===== config.mk =====
export PLATFORM = sky130hd
export DESIGN_NAME = nibble_serial_add_seq
export DESIGN_NICKNAME = d
export VERILOG_FILES = /design/src/rtl/nibble_serial_add_seq.sv
export SDC_FILE = /design/constraint.sdc
export NUM_CORES = 1
export LEC_CHECK = 0
export BUFFER_PORTS_ARGS = -buffer_cell sky130_fd_sc_hd__clkbuf_2
export CELL_PAD_IN_SITES_DETAIL_PLACEMENT = 0
export CELL_PAD_IN_SITES_GLOBAL_PLACEMENT = 1
export CORE_ASPECT_RATIO = 0.7
export CORE_MARGIN = 3
export CORE_UTILIZATION = 43
export DETAILED_ROUTE_END_ITERATION = 8
export GPL_TIMING_DRIVEN = 0
export MAX_ROUTING_LAYER = met4
export PLACE_DENSITY_LB_ADDON = 0.1
export SLEW_MARGIN = 15
export SYNTH_ARGS = -nofsm -noshare
export SYNTH_HDL_FRONTEND = slang
export SYNTH_SLANG_ARGS = --single-unit

===== constraint.sdc =====
create_clock -name clk -period 4.56 [get_ports clk]
set_input_delay 0.912 -clock clk [delete_from_list [all_inputs] [get_ports clk]]
set_output_delay 0.912 -clock clk [all_outputs]
set_load 0.005 [all_outputs]

===== src/rtl/nibble_serial_add_seq.sv =====
// nibble_serial_add_seq: WIDTH-bit adder that sequences one external
// 4-bit adder a nibble per cycle, LSB first, with a registered carry.
module nibble_serial_add_seq #(
  parameter int WIDTH = 16
) (
  input  logic             clk,
  input  logic             rst,
  input  logic             in_valid,
  output logic             in_ready,
  input  logic [WIDTH-1:0] A,
  input  logic [WIDTH-1:0] B,
  input  logic             Cin,
  output logic [3:0]       fa_A,
  output logic [3:0]       fa_B,
  output logic             fa_Cin,
  input  logic [3:0]       fa_Sum,
  input  logic             fa_Cout,
  output logic             busy,
  output logic             out_valid,
  input  logic             out_ready,
  output logic [WIDTH-1:0] Sum,
  output logic             Cout
);

  localparam int NIBBLES = WIDTH / 4;
  localparam int IDXW = (NIBBLES > 1) ? $clog2(NIBBLES) : 1;

  if ((WIDTH % 4 != 0) || (WIDTH < 4)) begin : g_bad_width
    $error("WIDTH must be a multiple of 4 and >= 4");
  end

  typedef enum logic [1:0] {
    IDLE,
    RUN,
    DONE
  } state_t;

  state_t           r_state;
  logic [WIDTH-1:0] r_opA;
  logic [WIDTH-1:0] r_opB;
  logic [WIDTH-1:0] r_res;
  logic             r_carry;
  logic [IDXW-1:0]  r_idx;

  logic             w_run;
  logic             w_last;
  logic [WIDTH-1:0] w_res_next;

  assign w_run  = (r_state == RUN);
  assign w_last = (r_idx == IDXW'(NIBBLES - 1));

  // new sum nibble enters at the top; after NIBBLES passes it is aligned
  assign w_res_next = (r_res >> 4)
                    | (WIDTH'(fa_Sum) << (WIDTH - 4));

  assign in_ready = (r_state == IDLE) & ~rst;
  assign busy     = w_run;
  assign fa_A     = w_run ? r_opA[3:0] : 4'h0;
  assign fa_B     = w_run ? r_opB[3:0] : 4'h0;
  assign fa_Cin   = w_run ? r_carry : 1'b0;

  always_ff @(posedge clk) begin
    if (rst) begin
      r_state   <= IDLE;
      r_opA     <= '0;
      r_opB     <= '0;
      r_res     <= '0;
      r_carry   <= 1'b0;
      r_idx     <= '0;
      out_valid <= 1'b0;
      Sum       <= '0;
      Cout      <= 1'b0;
    end else begin
      unique case (r_state)
        IDLE: begin
          if (in_valid) begin
            r_opA   <= A;
            r_opB   <= B;
            r_carry <= Cin;
            r_res   <= '0;
            r_idx   <= '0;
            r_state <= RUN;
          end
        end
        RUN: begin
          r_res   <= w_res_next;
          r_carry <= fa_Cout;
          r_opA   <= r_opA >> 4;
          r_opB   <= r_opB >> 4;
          r_idx   <= r_idx + 1'b1;
          if (w_last) begin
            Sum       <= w_res_next;
            Cout      <= fa_Cout;
            out_valid <= 1'b1;
            r_state   <= DONE;
          end
        end
        DONE: begin
          if (out_ready) begin
            out_valid <= 1'b0;
            r_state   <= IDLE;
          end
        end
        default: r_state <= IDLE;
      endcase
    end
  end

endmodule


# After elaboration in Yosys (flattened, before gate mapping)
# Index checks and enable logic that the tools add are counted.
# classes
n_bitwise	3
add_sub_neg	1
mux	20
n_eq_ne	6
n_reduce_logical	7
# op_table
operator	n
$pmux W16 S2	3
$mux W16	3
$or A12 B16 Y16	1
$mux W2	4
$mux W4	2
$pmux W2 S3	1
$reduce_and A3 Y1	2
$eq A2 B2 Y1 const B	2
$mux W1	4
$ne A2 B2 Y1 const B	2
$pmux W1 S2	2
$pmux W2 S2	1
$reduce_and A2 Y1	2
$reduce_bool A2 Y1	2
$add A2 B1 Y2 const B	1
$eq A2 B1 Y1 const B	1
$logic_not A2 Y1	1
$ne A2 B1 Y1 const B	1
$and A1 B1 Y1	1
$not A1 Y1	1
# word_totals
word_cells	46
in_bits	42
reg_bits	71

# Logic depth before layout (Yosys ltp)
# Gate-level depths: netlist of the first run.
# depth
ltp_word	3
ltp_mapped	7
depth_no_buf	5

# Worst setup path before layout of the first run
# Ideal clock, no wire load.
# synth_timing
path_kind	input-to-output
startpoint	input port rst
endpoint	output port in_ready
t_arrival_ps	1585
t_required_ps	3648
path_stages	4
slack_ps	2063
path_cell_list	clkbuf_1 buf_2 buf_2 nor2_1
# synth_via
elab_chain_len	2
# synth_lines
element	line	source
start: declaration	7	input logic rst,
$not A1 Y1	56	assign in_ready = (r_state == IDLE) & ~rst;
$and A1 B1 Y1	56	
end: declaration	9	output logic in_ready,
# Every way passes these cells.

# Worst setup path in the final report of the first run
# Ends and elaborated chain as after synthesis.

==> results.sh, run 1 <==
export IMPL_synth_area_mux_share_pct=9.163
export IMPL_post_cts_setup_buffer_count=0
export IMPL_min_period_over_period_pct=63.22
export IMPL_cp_data_arrival_time_ns=1.97
export IMPL_place_hpwl_mm=5.194
export IMPL_cp_start_kind="input port"
export IMPL_maxCapViolations=0
export IMPL_switching_power_uw=484.0
export IMPL_cp_max_fo=10
export IMPL_postSynthCellCount=310
export IMPL_cts_inserted_buffers=9
export IMPL_htree_levels=3
export IMPL_p_comb_share_pct=27.6
export IMPL_wl_per_cell_um=14.63
export IMPL_clk_pin_slew_worst_paths_ns=0.07
export IMPL_rsz0062_at_grt="false"
export IMPL_max_stage_delay_ns=0.35
export IMPL_p_per_area_nw_per_um2=416.0
export IMPL_detail_route_antenna_nets=0
export IMPL_antenna_found_initial=0
export IMPL_synthSimpleGateAreaFrac_pct=17.53
export IMPL_die_w_um=105.9
export IMPL_ios=71
export IMPL_timing_fmax_mhz=346.9
export IMPL_via_count=2404
export IMPL_coreArea_um2=6486
export IMPL_synth_seq_cells=67
export IMPL_dp_cells=470
export IMPL_switching_share_pct=32.11
export IMPL_area_delta_synth_final_pct=20.57
export IMPL_cts_hold_buf=0
export IMPL_synth_cell_types=28
export IMPL_fin_setup_tns_ns=0
export IMPL_cts_sinks=67
export IMPL_worst_path_buf_inv=4
export IMPL_pwr_share_clk_pct=27.2
export IMPL_synth_top_family_by_area="compound AO/OA/AOI/OAI gates"
export IMPL_required_ns=3.65
export IMPL_worstSetupPathType="input port to output pin"
export IMPL_finalSetupViolCount=0
export IMPL_final_nets=437
export IMPL_slew_violations=0
export IMPL_worst_path_max_delay_cell="buf_2"
export IMPL_drcViolationCount=0
export IMPL_synth_area_um2=3004
export IMPL_worstMarginPinSlew_ns=0.7740
export IMPL_drive_gt1_share_pct=37.06
export IMPL_synth_fa_ha_area_share_pct=2.082
export IMPL_hold_class="register to register"
export IMPL_port_buffer_count=69
export IMPL_ys_seq_area_share_pct=44.65
export IMPL_synth_compound_area_share_pct=19.28
export IMPL_grt_pass1_vias=2255
export IMPL_root_buffer="clkbuf_8"
export IMPL_synth_fp_nets=357
export IMPL_fin_skew_ns=0.01107
export IMPL_cp_top_family="buffers and inverters"
export IMPL_rows=24
export IMPL_ir_worst_vdd_mv=0.1558
export IMPL_ctsResizeCount=0
export IMPL_cts_tree="built"
export IMPL_drt_total_wl_mm=7.094
export IMPL_hold_violations=0
export IMPL_grt_usage_pct=18.84
export IMPL_start_util_pct=46.32
export IMPL_globalRouteOverflowTotal=0
export IMPL_clk_latency_ns=0.34
export IMPL_timing_final_crit_period_ns=2.883
export IMPL_gp_congestion=0.8095
export IMPL_grt_max_degree=12
export IMPL_cp_cell_sequence="clkbuf_1 > buf_2 > buf_2 > nor2_1 > clkbuf_2"
export IMPL_cts_buffer_depth=2
export IMPL_leakage_uw=0.001449
export IMPL_die_area_um2=8041
export IMPL_syn_area_per_cell_um2=9.691
export IMPL_pwr_share_seq_pct=45.2
export IMPL_ys_warnings_count=0
export IMPL_cp_end_kind="output pin"
export IMPL_fin_cells=485
export IMPL_status="complete, no violations"
export IMPL_die_height_um=75.93
export IMPL_synth_xor_area_share_pct=0
export IMPL_dr_pass1_iters=4
export IMPL_internal_power_uw=1023
export IMPL_drt_iter0_drc=95
export IMPL_antenna_cells=0
export IMPL_grt_first_pass_wirelength_mm=11.70
export IMPL_slew_headroom_pct=48.40
export IMPL_viasPerCell=4.957
export IMPL_cpMostUsedCell="buf_2"
-- power by group through the flow --
stage | clock network (uW) | logic (uW) | registers, uW
2_1_floorplan | 0 | 322 | 683
3_3_place_gp | 0 | 410 | 693
3_5_place_dp | 0 | 413 | 693
4_1_cts | 421 | 418 | 681
5_1_grt | 451 | 455 | 687
6_report | 409 | 416 | 681
-- worst paths after layout --
path               from        end  slack [ns]  depth (start not counted)
min              Sum[2]     Sum[2]        0.45                          2
min reg2reg      Sum[2]     Sum[2]        0.45                          2
max                 rst   in_ready        1.68                          5
max reg2reg  r_state[1]  r_opA[11]        2.80                          6
-- Yosys cell counts --
master / n / area, um2
dfxtp_1: 67 / 1341
nand2_1: 48 / 180.2
a21oi_1: 30 / 150.1
mux2i_1: 26 / 260.3
a211oi_2: 25 / 312.8
nor2_2: 20 / 125.1
nor2_1: 15 / 56.30
nand3_1: 12 / 60.06
and2_1: 11 / 68.82
clkbuf_1: 9 / 33.78
a22oi_1: 8 / 60.06
buf_2: 7 / 35.03
ha_1: 5 / 62.56
buf_6: 4 / 45.04
inv_1: 4 / 15.01
buf_12: 3 / 60.06
a311oi_1: 2 / 17.52
a31oi_1: 2 / 12.51
buf_4: 2 / 15.01
nand2b_1: 2 / 12.51
a211oi_1: 1 / 7.510
a32oi_1: 1 / 8.760
a41o_1: 1 / 10.01
and3b_1: 1 / 8.760
buf_8: 1 / 15.01
mux2_4: 1 / 15.01
nand3b_1: 1 / 7.510
or2b_1: 1 / 7.510
-- stage by stage --
stage | utilization, % | area, um2 | hold slack, ns | total power, uW | worst slack, ns
after floorplan | - | 3004 | 0.4321 | 1005 | 2.063
after global placement | 53.40 | 3463 | 0.4405 | 1103 | 1.682
after detailed placement | 53.40 | 3463 | 0.4465 | 1107 | 1.672
after CTS | 55.84 | 3622 | 0.4568 | 1520 | 1.662
after global routing | 55.84 | 3622 | 0.4663 | 1592 | 1.595
final | 55.84 | 3622 | 0.4538 | 1507 | 1.677
-- placed cells by master (no fill, tap or decap) --
cell type and count:
clkbuf_2 69, dfxtp_1 67, nand2_1 48, a21oi_1 30, mux2i_1 26, a211oi_2 25, nor2_2 20, nor2_1 15
nand3_1 12, and2_1 11, clkbuf_1 10, clkbuf_8 9, a22oi_1 8, buf_2 7, ha_1 5, inv_1 4
buf_6 4, buf_12 3, clkinv_2 3, buf_4 2, nand2b_1 2, a31oi_1 2, a311oi_1 2, mux2_4 1
buf_8 1, or2b_1 1, nand3b_1 1, a211oi_1 1, a41o_1 1, and3b_1 1, a32oi_1 1, clkinv_4 1
clkinvlp_4 1
-- state kept, by name, summed over array words and instances (netlist names) --
| signal | flops |
|---|---|
| out_valid | 1 |
| Sum | 16 |
| r_idx | 2 |
| r_state | 2 |
| r_carry | 1 |
| r_opA | 16 |
| Cout | 1 |
| r_res | 12 |
| r_opB | 16 |
-- layout make-up --
| cell class | count | area [um2] |
|---|---|---|
| buffer | 26 | 203.9 |
| clock buffer | 10 | 127.6 |
| clock inverter | 5 | 31.28 |
| fill | 627 | 2864 |
| inverter | 4 | 15.01 |
| multi-input combinational | 213 | 1444 |
| sequential | 67 | 1341 |
| tap | 91 | 113.9 |
| timing repair buffer | 69 | 345.3 |
-- cell families after synthesis --
family                   after synthesis
AND/OR/NAND/NOR                      111
AO/OA/AOI/OAI                         70
flip-flops                            67
buffers and inverters                 30
multiplexers                          27
adder cells (fa/ha/maj)                5
-- routing by layer --
metal	global-route usage, %	wire [um]	up-vias
met2	22.90	2632	75
met5	-	0	-
met4	3.105	19	0
li1	-	-	1237
met1	29.59	3983	1090
met3	6.452	460	2
-- worst reg2reg max path: stages, from the launching register on --
cell and delay [ns]:
dfxtp_1 0.31, inv_1 0.12, ha_1 0.27, buf_6 0.20, buf_4 0.25, mux2i_1 0.35
a211oi_2 0.12
(Power assumes the default switching activity.)
==> run 2, diff against run 1 <==
- CORE_UTILIZATION: 43 -> 36
- clock period: 4.56 -> 2.6 ns (I/O delays scaled with it)
==> results.sh, run 2 (synthesized netlist as in run 1, its figures left out) <==
export IMPL_timing_final_crit_period_ns=2.292
export IMPL_switching_share_pct=27.94
export IMPL_final_nets=437
export IMPL_wl_per_cell_um=15.34
export IMPL_cp_cell_sequence="inv_1 > ha_1 > clkbuf_1 > and2_1 > clkbuf_2"
export IMPL_clk_pin_slew_worst_paths_ns=0.06
export IMPL_worst_path_max_delay_cell="clkbuf_1"
export IMPL_worst_path_buf_inv=3
export IMPL_die_height_um=82.43
export IMPL_switching_power_uw=929.7
export IMPL_cp_top_family="buffers and inverters"
export IMPL_seqCellArea_um2=1341
export IMPL_layout_common_cells="69 x clkbuf_2, 67 x dfxtp_1, 48 x nand2_1"
export IMPL_detail_route_antenna_nets=0
export IMPL_hold_violations=0
export IMPL_cp_end_kind="output pin"
export IMPL_die_area_um2=9495
export IMPL_ctsResizeCount=0
export IMPL_rsz0062_at_grt="false"
export IMPL_internal_power_uw=2398
export IMPL_grt_pass1_vias=2323
export IMPL_cts_hold_buf=0
export IMPL_drt_iter0_drc=166
export IMPL_cts_tree="built"
export IMPL_cp_max_fo=10
export IMPL_clk_latency_ns=0.33
export IMPL_status="complete, no violations"
export IMPL_root_buffer="clkbuf_16"
export IMPL_via_count=2406
export IMPL_whs_ns=0.4293
export IMPL_drive_gt1_share_pct=37.22
export IMPL_pwr_share_clk_pct=42.1
export IMPL_gp_congestion=0.7555
export IMPL_p_per_area_nw_per_um2=871.7
export IMPL_cts_sinks=67
export IMPL_ir_worst_vdd_mv=0.3550
export IMPL_viasPerCell=4.851
export IMPL_rows=27
export IMPL_drcViolationCount=0
export IMPL_layout_commonest_cell="clkbuf_2"
export IMPL_cp_data_arrival_time_ns=1.77
export IMPL_antenna_cells=0
export IMPL_max_stage_delay_ns=0.42
export IMPL_fin_setup_tns_ns=0
export IMPL_post_cts_setup_buffer_count=0
export IMPL_fillers=781
export IMPL_reg_top3="Sum (16), r_opA (16), r_opB (16)"
export IMPL_worstSetupPathType="register to output pin"
export IMPL_ios=71
export IMPL_start_util_pct=37.68
export IMPL_drt_total_wl_mm=7.610
export IMPL_cts_buffer_depth=2
export IMPL_leakage_uw=0.001535
export IMPL_cp_start_kind="register"
export IMPL_multi_input_area_um2=1444
export IMPL_grt_first_pass_wirelength_mm=12.22
export IMPL_maxCapViolations=0
export IMPL_finalSetupViolCount=0
export IMPL_dr_pass1_iters=4
export IMPL_hold_class="input port to register"
export IMPL_die_w_um=115.2
export IMPL_globalRouteOverflowTotal=0
export IMPL_port_buffer_count=69
export IMPL_min_period_over_period_pct=88.14
export IMPL_required_ns=2.08
export IMPL_antenna_found_initial=0
export IMPL_fin_skew_ns=0.004584
export IMPL_slew_headroom_pct=49.66
export IMPL_cts_inserted_buffers=9
export IMPL_area_delta_synth_final_pct=27.07
export IMPL_pwr_share_seq_pct=35.8
export IMPL_htree_levels=3
export IMPL_grt_usage_pct=17.55
export IMPL_timing_fmax_mhz=436.4
export IMPL_place_hpwl_mm=5.564
export IMPL_p_comb_share_pct=22.1
export IMPL_coreArea_um2=7973
export IMPL_grt_max_degree=13
export IMPL_worstMarginPinSlew_ns=0.7552
export IMPL_slew_violations=0
==> run 2: cell count changes in the layout (fill, tap and decap cells not counted), sizes merged <==
| cell | before | now |
|---|---|---|
| inv | 4 | 5 |
| clkinvlp | 1 | 0 |
| clkinv | 4 | 2 |
| bufinv | 0 | 3 |
==> run 2: power by group through the flow <==
stage               sequential (uW)  combinational, uW  clock (uW)
floorplan                      1200                565           0
global placement               1210                731           0
detailed placement             1220                737           0
CTS                            1190                743        1430
global route                   1210                810        1470
finish                         1190                735        1400
==> run 2: through the flow <==
stage                     instances  total power [uW]  util (%)  worst slack, ns  cell area [um2]
after floorplan                 310              1762         -           0.8869             3004
after global placement          480              1945     43.60           0.4494             3476
after detailed placement        480              1952     43.60           0.4207             3476
after CTS                       496              3363     47.88           0.2693             3817
after global routing            496              3488     47.88           0.1023             3817
final                           496              3328     47.88           0.3084             3817
==> run 2: final cells by class <==
cell class              count  share of cell area (%)
plain buffers              26                   5.343
clock buffers              10                   5.998
flip-flops and latches     67                   35.14
clock inverters             6                   2.950
repair buffers             69                   9.046
multi-input cells         213                   37.82
inverters                   4                  0.3933
well taps                 101                   3.310
==> run 2: metal layers <==
layer	global-route usage (%)	share of wire [%]
met4	4.220	0.96
met1	25.69	54
met5	-	0
met3	5.025	5.2
met2	23.50	40
==> run 2: tightest hold or removal path: stages <==
cell and delay (ns):
clkbuf_2 0.08, a22oi_1 0.05, nor2_1 0.07
==> run 2: worst paths after layout <==
check | to | start | depth (start not counted) | slack [ns]
setup / recovery | fa_A[0] | r_state[1] | 5 | 0.31
hold reg to reg | Sum[10] | Sum[10] | 2 | 0.45
hold / removal | r_opA[13] | A[13] | 3 | 0.43
setup reg to reg | r_opA[14] | r_state[1] | 6 | 0.90
==> run 3, diff against run 2 <==
- ABC_CLOCK_PERIOD_IN_PS: default -> 2600
- CELL_PAD_IN_SITES_DETAIL_PLACEMENT: 0 -> default
- CELL_PAD_IN_SITES_GLOBAL_PLACEMENT: 1 -> default
- CORE_UTILIZATION: 36 -> 45
- PLACE_DENSITY: default -> 0.71
- PLACE_DENSITY_LB_ADDON: 0.1 -> default
==> results.sh, run 3 (synthesized netlist as in run 1, its figures left out) <==
export IMPL_status="complete, no violations"
export IMPL_rows=24
export IMPL_worstMarginPinSlew_ns=0.7392
export IMPL_dp_cells=470
export IMPL_grt_first_pass_wirelength_mm=11.93
export IMPL_max_stage_delay_ns=0.37
export IMPL_via_count=2458
export IMPL_fillers=583
export IMPL_hold_class="input port to register"
export IMPL_cp_end_kind="output pin"
export IMPL_required_ns=2.08
export IMPL_globalRouteOverflowTotal=0
export IMPL_die_height_um=74.36
export IMPL_root_buffer="clkbuf_8"
export IMPL_detail_route_antenna_nets=0
export IMPL_place_hpwl_mm=5.262
export IMPL_drcViolationCount=0
export IMPL_grt_pass1_vias=2474
export IMPL_dr_pass1_iters=4
export IMPL_cts_tree="built"
export IMPL_layout_commonest_cell="clkbuf_2"
export IMPL_clk_pin_slew_worst_paths_ns=0.08
export IMPL_grt_usage_pct=20.52
export IMPL_grt_max_degree=14
export IMPL_worst_path_max_delay_cell="clkbuf_1"
export IMPL_min_period_over_period_pct=85.68
export IMPL_coreArea_um2=6336
export IMPL_ios=71
export IMPL_multi_input_area_um2=1444
export IMPL_post_cts_setup_buffer_count=0
export IMPL_die_w_um=103.7
export IMPL_wl_per_cell_um=14.65
export IMPL_fin_skew_ns=0.01393
export IMPL_timing_final_crit_period_ns=2.228
export IMPL_finalSetupViolCount=0
export IMPL_gp_congestion=0.8645
export IMPL_hold_violations=0
export IMPL_cts_sinks=67
export IMPL_port_buffer_count=69
export IMPL_clk_latency_ns=0.34
export IMPL_cp_cell_sequence="inv_1 > ha_1 > clkbuf_1 > and2_1 > clkbuf_2"
export IMPL_htree_levels=3
export IMPL_cts_hold_buf=0
export IMPL_timing_fmax_mhz=448.9
export IMPL_p_per_area_nw_per_um2=788.9
export IMPL_worstSetupPathType="register to output pin"
export IMPL_leakage_uw=0.001485
export IMPL_cts_buffer_depth=2
export IMPL_ir_worst_vdd_mv=0.4303
export IMPL_drt_iter0_drc=127
export IMPL_cp_data_arrival_time_ns=1.71
export IMPL_cp_max_fo=10
export IMPL_area_delta_synth_final_pct=23.03
export IMPL_viasPerCell=5.058
export IMPL_fin_setup_tns_ns=0
export IMPL_start_util_pct=47.41
export IMPL_slew_headroom_pct=50.72
export IMPL_rsz0062_at_grt="false"
export IMPL_drive_gt1_share_pct=37.47
export IMPL_antenna_found_initial=0
export IMPL_cts_inserted_buffers=9
export IMPL_fin_cells=486
export IMPL_layout_common_cells="69 x clkbuf_2, 67 x dfxtp_1, 48 x nand2_1"
export IMPL_drt_total_wl_mm=7.121
export IMPL_seqCellArea_um2=1341
export IMPL_die_area_um2=7708
export IMPL_slew_violations=0
export IMPL_ctsResizeCount=0
export IMPL_final_nets=437
export IMPL_reg_top3="Sum (16), r_opA (16), r_opB (16)"
export IMPL_antenna_cells=0
export IMPL_cp_start_kind="register"
export IMPL_maxCapViolations=0
-- run 3: cell count changes in the layout (fill, tap and decap cells not counted), sizes merged --
cell	previous run	this run
bufinv	3	2
inv	5	6
-- run 3: layer usage --
metal	track usage [%]	vias up	share of wire [%]
met1	25.75	1141	49
met2	30.94	73	44
met5	-	-	0
met3	7.459	10	6.0
li1	-	1234	-
met4	7.080	0	1.3
-- run 3: where the power goes --
part           total [uW]  switching, uW  internal, uW
clock network         991            415           576
logic                 731            402           329
registers            1190           66.4          1130
total                2920            884          2030
-- run 3: worst max-delay path, delay by kind of cell (launching register included) --
| family | cells | cell delay (ns) |
|---|---|---|
| buffers and inverters | 3 | 0.60 |
| flip-flops | 1 | 0.32 |
| adder cells (fa/ha/maj) | 1 | 0.25 |
| AND/OR/NAND/NOR | 1 | 0.20 |
-- run 3: area by class of cell --
type,instances,area share [%]
inverters,4,0.4062
clock buffers,10,3.724
well taps,91,3.081
multi-input cells,213,39.07
plain buffers,26,5.518
clock inverters,6,2.573
repair buffers,69,9.343
flip-flops and latches,67,36.29
-- run 3: final timing paths --
path	from	to	slack (ns)	cells past startpoint
min reg2reg	r_res[5]	r_res[5]	0.46	2
min	A[12]	r_opA[12]	0.42	3
max reg2reg	r_state[1]	r_opA[15]	0.87	6
max	r_state[1]	fa_A[1]	0.37	5
-- run 3: stage by stage --
stage / total power (uW) / worst slack (ns) / util [%] / hold WS [ns] / area [um2]
after floorplan: 1762 / 0.8869 / - / 0.4321 / 3004
after global placement: 1922 / 0.5652 / 54.66 / 0.4433 / 3463
after detailed placement: 1942 / 0.5417 / 54.66 / 0.4476 / 3463
after CTS: 2946 / 0.2987 / 58.33 / 0.3999 / 3696
after global routing: 3069 / 0.1462 / 58.33 / 0.4065 / 3696
final: 2916 / 0.3724 / 58.33 / 0.4171 / 3696
